`config.mk`:
```
export PLATFORM = sky130hd
export DESIGN_NAME = lsu_bus_flat
export DESIGN_NICKNAME = d
export VERILOG_FILES = /design/src/rtl/lsu_pkg.sv /design/src/rtl/lsu_bus_if.sv /design/src/rtl/lsu_align.sv /design/src/rtl/lsu_bus.sv /design/src/flat_wrapper.sv
export SDC_FILE = /design/constraint.sdc
export NUM_CORES = 1
export LEC_CHECK = 0
export ABC_AREA = 1
export CORE_MARGIN = 10
export CORE_UTILIZATION = 49
export CTS_BUF_LIST = sky130_fd_sc_hd__clkbuf_4 sky130_fd_sc_hd__clkbuf_8 sky130_fd_sc_hd__clkbuf_16
export CTS_CLUSTER_SIZE = 25
export DETAILED_ROUTE_END_ITERATION = 6
export GPL_ROUTABILITY_DRIVEN = 0
export PLACE_DENSITY = 0.86
export SLEW_MARGIN = 25
export SYNTH_ARGS = -nofsm -noshare
export SYNTH_HDL_FRONTEND = slang
export SYNTH_SLANG_ARGS = --single-unit
```
`constraint.sdc`:
```
create_clock -name clk -period 3.13 [get_ports clk]
set_input_delay 0.626 -clock clk [delete_from_list [all_inputs] [get_ports clk]]
set_output_delay 0.626 -clock clk [all_outputs]
set_load 0.01 [all_outputs]
```
`src/rtl/lsu_pkg.sv`:
```
// lsu_pkg: shared definitions for the load/store unit.
//   - funct3 size/sign encodings
//   - lsu_state_e FSM states
//   - lsu_op_t latched operation descriptor
//   - size_mask / size_lowbits / f3_legal helpers
package lsu_pkg;

  localparam logic [2:0] F3_B  = 3'b000;
  localparam logic [2:0] F3_H  = 3'b001;
  localparam logic [2:0] F3_W  = 3'b010;
  localparam logic [2:0] F3_D  = 3'b011;
  localparam logic [2:0] F3_BU = 3'b100;
  localparam logic [2:0] F3_HU = 3'b101;
  localparam logic [2:0] F3_WU = 3'b110;

  typedef enum logic [1:0] {IDLE, REQ, WAIT, DONE} lsu_state_e;

  typedef struct packed {
    logic       wen;
    logic [2:0] funct3;
  } lsu_op_t;

  // Byte-enable pattern for an access of this size, lane 0.
  function automatic logic [7:0] size_mask(input logic [2:0] f3);
    case (f3[1:0])
      2'd0:    return 8'h01;
      2'd1:    return 8'h03;
      2'd2:    return 8'h0F;
      default: return 8'hFF;
    endcase
  endfunction

  // Address bits that must be zero for a naturally aligned access.
  function automatic logic [2:0] size_lowbits(input logic [2:0] f3);
    case (f3[1:0])
      2'd0:    return 3'd0;
      2'd1:    return 3'd1;
      2'd2:    return 3'd3;
      default: return 3'd7;
    endcase
  endfunction

  // 111 never exists; d and wu only exist on a 64-bit datapath.
  function automatic logic f3_legal(input logic [2:0] f3, input int xlen);
    if (f3 == 3'b111) return 1'b0;
    if (xlen == 32 && (f3 == F3_D || f3 == F3_WU)) return 1'b0;
    return 1'b1;
  endfunction

endpackage

```
`src/rtl/lsu_bus_if.sv`:
```
// lsu_bus_if: EXU op handshake, WBU result handshake and data-memory bus.
//   master modport: the LSU side.  slave modport: EXU/WBU/memory side.
interface lsu_bus_if #(
  parameter int XLEN   = 32,
  parameter int ADDR_W = 32
);
  localparam int NUM_LANES = XLEN / 8;

  logic                 in_valid;
  logic                 in_ready;
  logic                 in_wen;
  logic [2:0]           in_funct3;
  logic [ADDR_W-1:0]    in_addr;
  logic [XLEN-1:0]      in_wdata;

  logic                 out_valid;
  logic                 out_ready;
  logic [XLEN-1:0]      out_rdata;
  logic                 out_err;

  logic                 bus_req_valid;
  logic                 bus_req_ready;
  logic                 bus_req_wen;
  logic [ADDR_W-1:0]    bus_req_addr;
  logic [XLEN-1:0]      bus_req_wdata;
  logic [NUM_LANES-1:0] bus_req_wstrb;
  logic                 bus_rsp_valid;
  logic [XLEN-1:0]      bus_rsp_rdata;
  logic                 bus_rsp_err;

  modport master (
    input  in_valid, in_wen, in_funct3, in_addr, in_wdata,
    output in_ready,
    output out_valid, out_rdata, out_err,
    input  out_ready,
    output bus_req_valid, bus_req_wen, bus_req_addr, bus_req_wdata, bus_req_wstrb,
    input  bus_req_ready,
    input  bus_rsp_valid, bus_rsp_rdata, bus_rsp_err
  );

  modport slave (
    output in_valid, in_wen, in_funct3, in_addr, in_wdata,
    input  in_ready,
    input  out_valid, out_rdata, out_err,
    output out_ready,
    input  bus_req_valid, bus_req_wen, bus_req_addr, bus_req_wdata, bus_req_wstrb,
    output bus_req_ready,
    output bus_rsp_valid, bus_rsp_rdata, bus_rsp_err
  );

endinterface

```
`src/rtl/lsu_align.sv`:
```
// lsu_align: combinational byte-lane steering.
//   funct3, lane     : access size/sign and byte offset within the bus word
//   st_data          : LSB-aligned store data -> st_lanes / st_strb on bus lanes
//   ld_raw           : raw bus read word      -> ld_data shifted and extended
module lsu_align
  import lsu_pkg::*;
#(
  parameter  int XLEN      = 32,
  localparam int NUM_LANES = XLEN / 8,
  localparam int LANE_W    = $clog2(NUM_LANES)
) (
  input  logic [2:0]           funct3,
  input  logic [LANE_W-1:0]    lane,
  input  logic [XLEN-1:0]      st_data,
  output logic [XLEN-1:0]      st_lanes,
  output logic [NUM_LANES-1:0] st_strb,
  input  logic [XLEN-1:0]      ld_raw,
  output logic [XLEN-1:0]      ld_data
);

  logic [LANE_W+2:0] sh_amt;
  logic [XLEN-1:0]   ld_sh;

  assign sh_amt   = {lane, 3'b000};
  assign st_lanes = st_data << sh_amt;
  assign st_strb  = NUM_LANES'(size_mask(funct3)) << lane;
  assign ld_sh    = ld_raw >> sh_amt;

  always_comb begin
    ld_data = ld_sh;
    case (funct3)
      F3_B:    ld_data = XLEN'($signed(ld_sh[7:0]));
      F3_H:    ld_data = XLEN'($signed(ld_sh[15:0]));
      F3_W:    ld_data = XLEN'($signed(ld_sh[31:0]));
      F3_BU:   ld_data = XLEN'(ld_sh[7:0]);
      F3_HU:   ld_data = XLEN'(ld_sh[15:0]);
      F3_WU:   ld_data = XLEN'(ld_sh[31:0]);
      default: ld_data = ld_sh;
    endcase
  end

endmodule

```
`src/rtl/lsu_bus.sv`:
```
// lsu_bus: multi-cycle load/store unit, EXU -> data-memory bus -> WBU.
//   clk, rst : core clock, synchronous active-high reset
//   bus      : lsu_bus_if.master (EXU op in, WBU result out, req/rsp bus)
// One op in flight: IDLE accepts, REQ presents the request, WAIT holds for
// the response (or timeout), DONE presents the result until taken.
// Build option LSU_MISALIGN_TRAP_EN: misaligned accesses fault instead of
// being silently aligned down.
module lsu_bus
  import lsu_pkg::*;
#(
  parameter int XLEN    = 32,
  parameter int ADDR_W  = 32,
  parameter int TIMEOUT = 255
) (
  input logic       clk,
  input logic       rst,
  lsu_bus_if.master bus
);

  localparam int NUM_LANES = XLEN / 8;
  localparam int LANE_W    = $clog2(NUM_LANES);
  localparam int TMR_W     = (TIMEOUT > 1) ? $clog2(TIMEOUT) : 1;
  localparam logic [TMR_W-1:0] TMR_LAST = TMR_W'((TIMEOUT == 0) ? 0 : TIMEOUT - 1);

  lsu_state_e        state_q, state_d;
  lsu_op_t           op_q;
  logic [ADDR_W-1:0] addr_q;
  logic [XLEN-1:0]   wdata_q;
  logic [TMR_W-1:0]  timer_q;
  logic [XLEN-1:0]   rdata_q;
  logic              err_q;

  logic [ADDR_W-1:0]    low_bits, eff_addr;
  logic                 fault_now, tmo;
  logic [XLEN-1:0]      st_lanes, ld_data;
  logic [NUM_LANES-1:0] st_strb;
  logic                 in_req;

  // Accept-time decode: natural alignment and funct3 legality.
  assign low_bits = ADDR_W'(size_lowbits(bus.in_funct3));
  assign eff_addr = bus.in_addr & ~low_bits;
`ifdef LSU_MISALIGN_TRAP_EN
  assign fault_now = !f3_legal(bus.in_funct3, XLEN) || (|(bus.in_addr & low_bits));
`else
  assign fault_now = !f3_legal(bus.in_funct3, XLEN);
`endif

  assign tmo = (TIMEOUT != 0) && (timer_q == TMR_LAST);

  lsu_align #(.XLEN(XLEN)) u_align (
    .funct3   (op_q.funct3),
    .lane     (addr_q[LANE_W-1:0]),
    .st_data  (wdata_q),
    .st_lanes (st_lanes),
    .st_strb  (st_strb),
    .ld_raw   (bus.bus_rsp_rdata),
    .ld_data  (ld_data)
  );

  always_comb begin
    state_d = state_q;
    case (state_q)
      IDLE: if (bus.in_valid)      state_d = fault_now ? DONE : REQ;
      REQ:  if (bus.bus_req_ready) state_d = WAIT;
      WAIT: if (bus.bus_rsp_valid || tmo) state_d = DONE;
      DONE: if (bus.out_ready)     state_d = IDLE;
      default:                     state_d = IDLE;
    endcase
  end

  // Request fields come straight from latched op state, so they cannot move
  // while the bus stalls; outside REQ everything is driven to zero.
  assign in_req            = (state_q == REQ);
  assign bus.in_ready      = (state_q == IDLE);
  assign bus.out_valid     = (state_q == DONE);
  assign bus.out_rdata     = rdata_q;
  assign bus.out_err       = err_q;
  assign bus.bus_req_valid = in_req;
  assign bus.bus_req_wen   = in_req & op_q.wen;
  assign bus.bus_req_addr  = in_req ? {addr_q[ADDR_W-1:LANE_W], {LANE_W{1'b0}}} : '0;
  assign bus.bus_req_wdata = (in_req && op_q.wen) ? st_lanes : '0;
  assign bus.bus_req_wstrb = !in_req ? '0 : (op_q.wen ? st_strb : '1);

  always_ff @(posedge clk) begin
    if (rst) begin
      state_q <= IDLE;
      op_q    <= '0;
      addr_q  <= '0;
      wdata_q <= '0;
      timer_q <= '0;
      rdata_q <= '0;
      err_q   <= 1'b0;
    end else begin
      state_q <= state_d;
      case (state_q)
        IDLE: if (bus.in_valid) begin
          op_q    <= '{wen: bus.in_wen, funct3: bus.in_funct3};
          addr_q  <= eff_addr;
          wdata_q <= bus.in_wdata;
          timer_q <= '0;
          rdata_q <= '0;
          err_q   <= fault_now;
        end
        // Response beats a simultaneous timeout expiry.
        WAIT: if (bus.bus_rsp_valid) begin
          rdata_q <= op_q.wen ? '0 : ld_data;
          err_q   <= bus.bus_rsp_err;
        end else if (tmo) begin
          rdata_q <= '0;
          err_q   <= 1'b1;
        end else begin
          timer_q <= timer_q + 1'b1;
        end
        DONE: if (bus.out_ready) begin
          rdata_q <= '0;
          err_q   <= 1'b0;
        end
        default: ;
      endcase
    end
  end

endmodule

```
`src/flat_wrapper.sv`:
```
// flat-port wrapper written by rule: the top's interface ports become plain ports
module lsu_bus_flat import lsu_pkg::*;
#(
  parameter int XLEN    = 32,
  parameter int ADDR_W  = 32,
  parameter int TIMEOUT = 255
)
  (clk, rst, bus_in_valid, bus_in_wen, bus_in_funct3, bus_in_addr, bus_in_wdata, bus_in_ready, bus_out_valid, bus_out_rdata, bus_out_err, bus_out_ready, bus_bus_req_valid, bus_bus_req_wen, bus_bus_req_addr, bus_bus_req_wdata, bus_bus_req_wstrb, bus_bus_req_ready, bus_bus_rsp_valid, bus_bus_rsp_rdata, bus_bus_rsp_err);
  lsu_bus_if #(.XLEN(XLEN), .ADDR_W(ADDR_W)) bus_i ();
  input logic clk;
  input logic rst;
  input wire logic [$bits(bus_i.in_valid)-1:0] bus_in_valid;
  input wire logic [$bits(bus_i.in_wen)-1:0] bus_in_wen;
  input wire logic [$bits(bus_i.in_funct3)-1:0] bus_in_funct3;
  input wire logic [$bits(bus_i.in_addr)-1:0] bus_in_addr;
  input wire logic [$bits(bus_i.in_wdata)-1:0] bus_in_wdata;
  output wire logic [$bits(bus_i.in_ready)-1:0] bus_in_ready;
  output wire logic [$bits(bus_i.out_valid)-1:0] bus_out_valid;
  output wire logic [$bits(bus_i.out_rdata)-1:0] bus_out_rdata;
  output wire logic [$bits(bus_i.out_err)-1:0] bus_out_err;
  input wire logic [$bits(bus_i.out_ready)-1:0] bus_out_ready;
  output wire logic [$bits(bus_i.bus_req_valid)-1:0] bus_bus_req_valid;
  output wire logic [$bits(bus_i.bus_req_wen)-1:0] bus_bus_req_wen;
  output wire logic [$bits(bus_i.bus_req_addr)-1:0] bus_bus_req_addr;
  output wire logic [$bits(bus_i.bus_req_wdata)-1:0] bus_bus_req_wdata;
  output wire logic [$bits(bus_i.bus_req_wstrb)-1:0] bus_bus_req_wstrb;
  input wire logic [$bits(bus_i.bus_req_ready)-1:0] bus_bus_req_ready;
  input wire logic [$bits(bus_i.bus_rsp_valid)-1:0] bus_bus_rsp_valid;
  input wire logic [$bits(bus_i.bus_rsp_rdata)-1:0] bus_bus_rsp_rdata;
  input wire logic [$bits(bus_i.bus_rsp_err)-1:0] bus_bus_rsp_err;
  assign bus_i.in_valid = bus_in_valid;
  assign bus_i.in_wen = bus_in_wen;
  assign bus_i.in_funct3 = bus_in_funct3;
  assign bus_i.in_addr = bus_in_addr;
  assign bus_i.in_wdata = bus_in_wdata;
  assign bus_in_ready = bus_i.in_ready;
  assign bus_out_valid = bus_i.out_valid;
  assign bus_out_rdata = bus_i.out_rdata;
  assign bus_out_err = bus_i.out_err;
  assign bus_i.out_ready = bus_out_ready;
  assign bus_bus_req_valid = bus_i.bus_req_valid;
  assign bus_bus_req_wen = bus_i.bus_req_wen;
  assign bus_bus_req_addr = bus_i.bus_req_addr;
  assign bus_bus_req_wdata = bus_i.bus_req_wdata;
  assign bus_bus_req_wstrb = bus_i.bus_req_wstrb;
  assign bus_i.bus_req_ready = bus_bus_req_ready;
  assign bus_i.bus_rsp_valid = bus_bus_rsp_valid;
  assign bus_i.bus_rsp_rdata = bus_bus_rsp_rdata;
  assign bus_i.bus_rsp_err = bus_bus_rsp_err;
  lsu_bus #(.XLEN(XLEN), .ADDR_W(ADDR_W), .TIMEOUT(TIMEOUT)) u_core (.clk(clk), .rst(rst), .bus(bus_i));
endmodule
```
### Yosys cells after proc, flatten, opt, wreduce, memory -nomap -nowiden

Cells that the tools add are included.

* register bits: 111
* input port bits: 107
* output and inout port bits: 105
* word-level logic and storage cells: 85

* add/subtract/negate cells: 1
* equal/unequal tests: 21
* shift-type cells: 3
* muxes and demuxes: 35
* bitwise operators: 3
* reductions and logical operators: 14

Operator list (count)
* $mux 32: 7
* $pmux 32 s4: 1
* $pmux 32 s3: 1
* $and 32x32->32: 1
* $not 3->32: 1
* $shl 32x5->32: 1
* $shr 32x5->32: 1
* $mux 8: 3
* $pmux 8 s2: 1
* $eq 3x3->1 const B: 4
* $pmux 4 s3: 1
* $reduce_and 4->1: 3
* $mux 1: 11
* $mux 2: 5
* $pmux 3 s3: 1
* $add 8x1->8 const B: 1
* $eq 2x2->1 const B: 4
* $eq 8x8->1 const B: 1
* $mux 4: 2
* $ne 2x2->1 const B: 4
* $pmux 2 s4: 1
* $eq 2x1->1 const B: 3
* $logic_not 2->1: 3
* $ne 2x1->1 const B: 2
* 13 further kinds: 14

### Longest topological paths before layout

Gate-level depths: netlist of the first run.

* depth in word-level cells: 9
* gate-level depth with buffers: 12
* gate-level depth less buffers: 11

### Cells and area by module

Synthesis of the first run repeated with hierarchy kept, for this count alone.

* cells, all modules: 1047
* area total of the unflattened synthesis: 6552.5 sq um

Modules (own cells, without submodules)
* lsu_bus: instances 1, cells each 782, area an instance 5148.7 sq um
* lsu_align: instances 1, cells each 265, area an instance 1403.8 sq um

### Least setup slack after synthesis of the first run

OpenSTA, ideal clock, no wires.

* kind: register to output
* start: register u_core.state_q[1]
* end: output port bus_bus_req_wdata[25]
* arrival time: 1.553 ns
* required time: 2.504 ns
* path slack: 0.951 ns
* stages on the path, launching flop included: 8
* path buffers: 1
* path through: dfxtp_1 -> inv_1 -> ha_1 -> nand2_1 -> inv_1 -> nand2_1 -> clkbuf_1 -> o32ai_1

* longest elaborated chain between the ends: 3

RTL lines
* start: declaration: line lsu_bus.sv:25 `lsu_state_e state_q, state_d;`
* start signal: assignment: line lsu_bus.sv:94 `state_q <= state_d;`
* $eq 2x1->1: line lsu_bus.sv:73 `assign in_req = (state_q == REQ);`
* via bus_bus_req_valid: line flat_wrapper.sv:22 `output wire logic [$bits(bus_i.bus_req_valid)-1:0] bus_bus_req_valid;`
* $logic_and 1x1->1: line lsu_bus.sv:81 `assign bus.bus_req_wdata = (in_req && op_q.wen) ? st_lanes : '0;`
* $mux 32: line lsu_bus.sv:81
* end: declaration: line flat_wrapper.sv:25 `output wire logic [$bits(bus_i.bus_req_wdata)-1:0] bus_bus_req_wdata;`

The timed path passes the listed nets, and every way through them passes these cells.

### Worst setup path in the final report of the first run

* start: register u_core.state_q[1]
* end: output port bus_bus_req_wdata[29]

* longest elaborated chain between the ends: 3

RTL lines (line)
* $eq 2x1->1: lsu_bus.sv:73
* $logic_and 1x1->1: lsu_bus.sv:81
* $mux 32: lsu_bus.sv:81

No other way between the ends.

==> flow_summary_export.csv, run 1 <==
group,metric,value,unit
status,outcome,"complete, no violations",
worst_setup_path,critPathRequiredTime,2.50,ns
synthesis,ys_seq_area_frac,0.3669,
worst_setup_path,critPathArrivalTime,2.38,ns
synthesis,synth-warning-count,0,
pwr,seqPwrFrac,0.349,
floorplan,core_area,0.01206,sq mm
cells_and_area,n_fill_cell,1034,
global_route,grt_overflow,0,
cells_and_area,drive_gt1_frac,0.05282,
place,numPortBuffers,209,
floorplan,design.die.area,0.01721,sq mm
detailed_routing,dr.pass1.iters,5,
cells_and_area,nets,1245,
synthesis,syn_inst,962,
detailed_routing,vias,6526,
cells_and_area,mostFrequentLayoutCell,"nand2_1",
global_route,antenna_found_initial,1,
clock_tree,clk_path_buf_depth,2,
clock_tree,clkSinkCount,111,
sta,slew_headroom,0.4800,
sta,worst_hold_slack,0.4511,ns
clock_tree,postCtsSetupBuffers,0,
clock_tree,cts_inserted_buffers,9,
global_route,grt_use_met1,0.2409,
sta,fin_setup_tns,0,ns
clock_tree,htreeDepth,3,
floorplan,rows,40,
sta,rsz0062_at_grt,"no",
clock_tree,clock_latency,0.36,ns
worst_setup_path,end_kind,"output port",
sta,setup_violations,0,
sta,clock_skew,0.007984,ns
global_route,grtUsageMet2,0.3454,
sta,tightest_slew,0.7753,ns
synthesis,synth_area_per_cell,6.296,sq um
worst_setup_path,crit_path_start_kind,"register",
floorplan,die_h,131.2,microns
floorplan,io_pins,212,
pwr,combinationalPowerShare,0.410,
worst_hold_path,holdPathStages,2,
global_route,grtUsageMet3,0.08994,
clock_tree,root_buffer,"clkbuf_16",
detailed_routing,drtIter0Drc,398,
worst_setup_path,path_max_fanout,30,
sta,hold_viol_final,0,
floorplan,die_width,131.2,microns
clock_tree,cts_tree,"built",
job,cap_violations,0,
clock_tree,cts_hold_buffers,0,
global_route,grt_max_degree,67,
detailed_routing,route.detailed.drc,0,
sta,post-route-period-util,0.9593,
global_route,grt_pass1_vias,6228,
global_route,grt_first_pass_wirelength,30410,microns
detailed_routing,wl_per_cell,14.67,microns
pwr,leakagePower,3.730,nW
floorplan,start_util,0.5022,
pwr,clockPowerShare,0.241,
worst_setup_path,r2r_cells,12,
sta,timing.fmax,333.1,MHz
global_route,gr-usage-all-layers,0.2105,
pwr,power_density,623.2,mW/mm^2
sta,slew_viol_final,0,
cells_and_area,layout_common_cells,"nand2_1, nor2_1, clkdlybuf4s50_1",
clock_tree,clkTransAtPathRegs,0.07,ns
synthesis,synth_area,0.006057,sq mm
cells_and_area,syn_to_final_growth,40.03,%
global_route,busiest_layer,"met2",
detailed_routing,final_antenna_net_count,0,
synthesis,ys_types,35,
pwr,p_sw_frac,0.3851,
pwr,p_switching,2.035,mW
worst_hold_path,hp-class,"reg -> reg",
pwr,ir_drop,0.0004176,V
sta,fin_crit,3.003,ns
detailed_routing,wirelength,19150,microns
worst_setup_path,crit_type,"reg -> out",
detailed_routing,via_per_inst,5.001,
pwr,p_int,3.250,mW
synthesis,ys_ff_latch,111,
place,dpl.hpwl,14250,microns
[final timing paths]
path                             endpoint  slack (ns)               start
setup / recovery    bus_bus_req_wdata[29]        0.13   u_core.state_q[1]
hold reg to reg        u_core.bus.out_err        0.45  u_core.bus.out_err
hold / removal         u_core.bus.out_err        0.45  u_core.bus.out_err
setup reg to reg  u_core.bus.out_rdata[4]        0.71   u_core.state_q[0]
[timing repair]
item	4_1_cts	5_1_grt
gates resized for setup	0	3
endpoints found under the hold margin	0	0
endpoints found under the setup margin	0	5
[synth_stat cells]
cell type / instances / area, sq um
o22ai_1: 10 / 62.56
or2_2: 3 / 18.77
inv_1: 86 / 322.8
o32ai_1: 4 / 35.03
nand3_1: 36 / 180.2
clkbuf_1: 33 / 123.9
nand3_2: 1 / 10.01
ha_1: 6 / 75.07
nor2_1: 231 / 867.1
mux2i_1: 8 / 80.08
inv_4: 1 / 6.260
xor2_1: 2 / 17.52
a21oi_1: 35 / 175.2
inv_2: 2 / 7.510
o21ai_0: 96 / 480.5
dfxtp_1: 111 / 2222
nor2_2: 1 / 6.260
nand3_4: 3 / 52.55
a211oi_1: 1 / 7.510
conb_1: 1 / 3.750
nor2_4: 2 / 22.52
nand4_4: 1 / 21.27
a22oi_1: 1 / 7.510
buf_6: 6 / 67.56
nand3b_1: 1 / 7.510
buf_2: 14 / 70.07
nand2_2: 3 / 18.77
nand4_1: 3 / 18.77
a21oi_2: 9 / 78.83
a221oi_1: 2 / 17.52
o211ai_1: 1 / 7.510
nand2_4: 1 / 11.26
buf_4: 7 / 52.55
buf_1: 5 / 18.77
nand2_1: 235 / 882.1
[final cells by class]
cell class                      instances  area (sq um)  area share
Antenna cell                            1         2.502   0.0002950
Clock buffer                           11         246.5     0.02906
Clock inverter                          4         78.83    0.009293
Inverter                               89         336.6     0.03968
Multi-Input combinational cell        698          3174      0.3742
Sequential cell                       111          2223      0.2621
Tap cell                              168         210.2     0.02478
Timing Repair Buffer                  223          2210      0.2605
[critical path: stages (launching register included)]
cell and delay, ns:
dfxtp_1 0.33, inv_1 0.09, ha_1 0.19, nand2_1 0.11, inv_1 0.13, nand2_1 0.06, buf_4 0.22, o32ai_1 0.28
clkdlybuf4s50_1 0.60
[cell families after synthesis]
logic type / Yosys count / synth area share
compound gates: 159 / 0.1440
xor+xnor: 2 / 0.002892
fa+ha+maj: 6 / 0.01239
buf+inv: 154 / 0.1105
flops: 111 / 0.3669
mux: 8 / 0.01322
other cells: 1 / 0.0006191
simple gates: 521 / 0.3495
[registers in the layout, indices dropped and copies added (netlist names)]
name	cells
u_core.bus.out_rdata	32
u_core.addr_q	32
u_core.op_q	4
u_core.timer_q	8
u_core.bus.out_err	1
u_core.wdata_q	32
u_core.state_q	2
[metal layers]
metal  wire length, microns  share of wire  vias to the layer above
li1                       -              -                     3340
met1                   7945           0.41                     2942
met2                   8963           0.47                      217
met3                   1837          0.096                       27
met4                    402          0.021                        0
met5                      0              0                        -
[power groups by stage]
stage	logic (mW)	clock network (mW)	registers, mW
6_report	2.17	1.27	1.85
5_1_grt	2.43	1.33	1.88
4_1_cts	2.18	1.28	1.84
3_5_place_dp	2.17	0	1.87
3_3_place_gp	2.14	0	1.87
2_1_floorplan	1.47	0	1.84
[through the flow]
stage / util / cells / cell area [sq um] / power, mW / worst slack [ns]
6_report: 0.7032 / 1305 / 8482 / 5.286 / 0.1274
5_1_grt: 0.7030 / 1304 / 8479 / 5.635 / 0.02520
4_1_cts: 0.7024 / 1304 / 8472 / 5.304 / 0.08250
3_5_place_dp: 0.6754 / 1289 / 8147 / 4.049 / 0.4704
3_3_place_gp: 0.6754 / 1289 / 8147 / 4.012 / 0.4792
2_1_floorplan: - / 963 / 6061 / 3.312 / 0.9507
Note: power is estimated with default switching activity, not from simulation.
==> run 2: changes to the inputs <==
- GPL_ROUTABILITY_DRIVEN: 0 -> not set
- GPL_TIMING_DRIVEN: not set -> 1
==> results of run 2 <==
The final DEF is identical to that of run 1; final timing and power are the same.
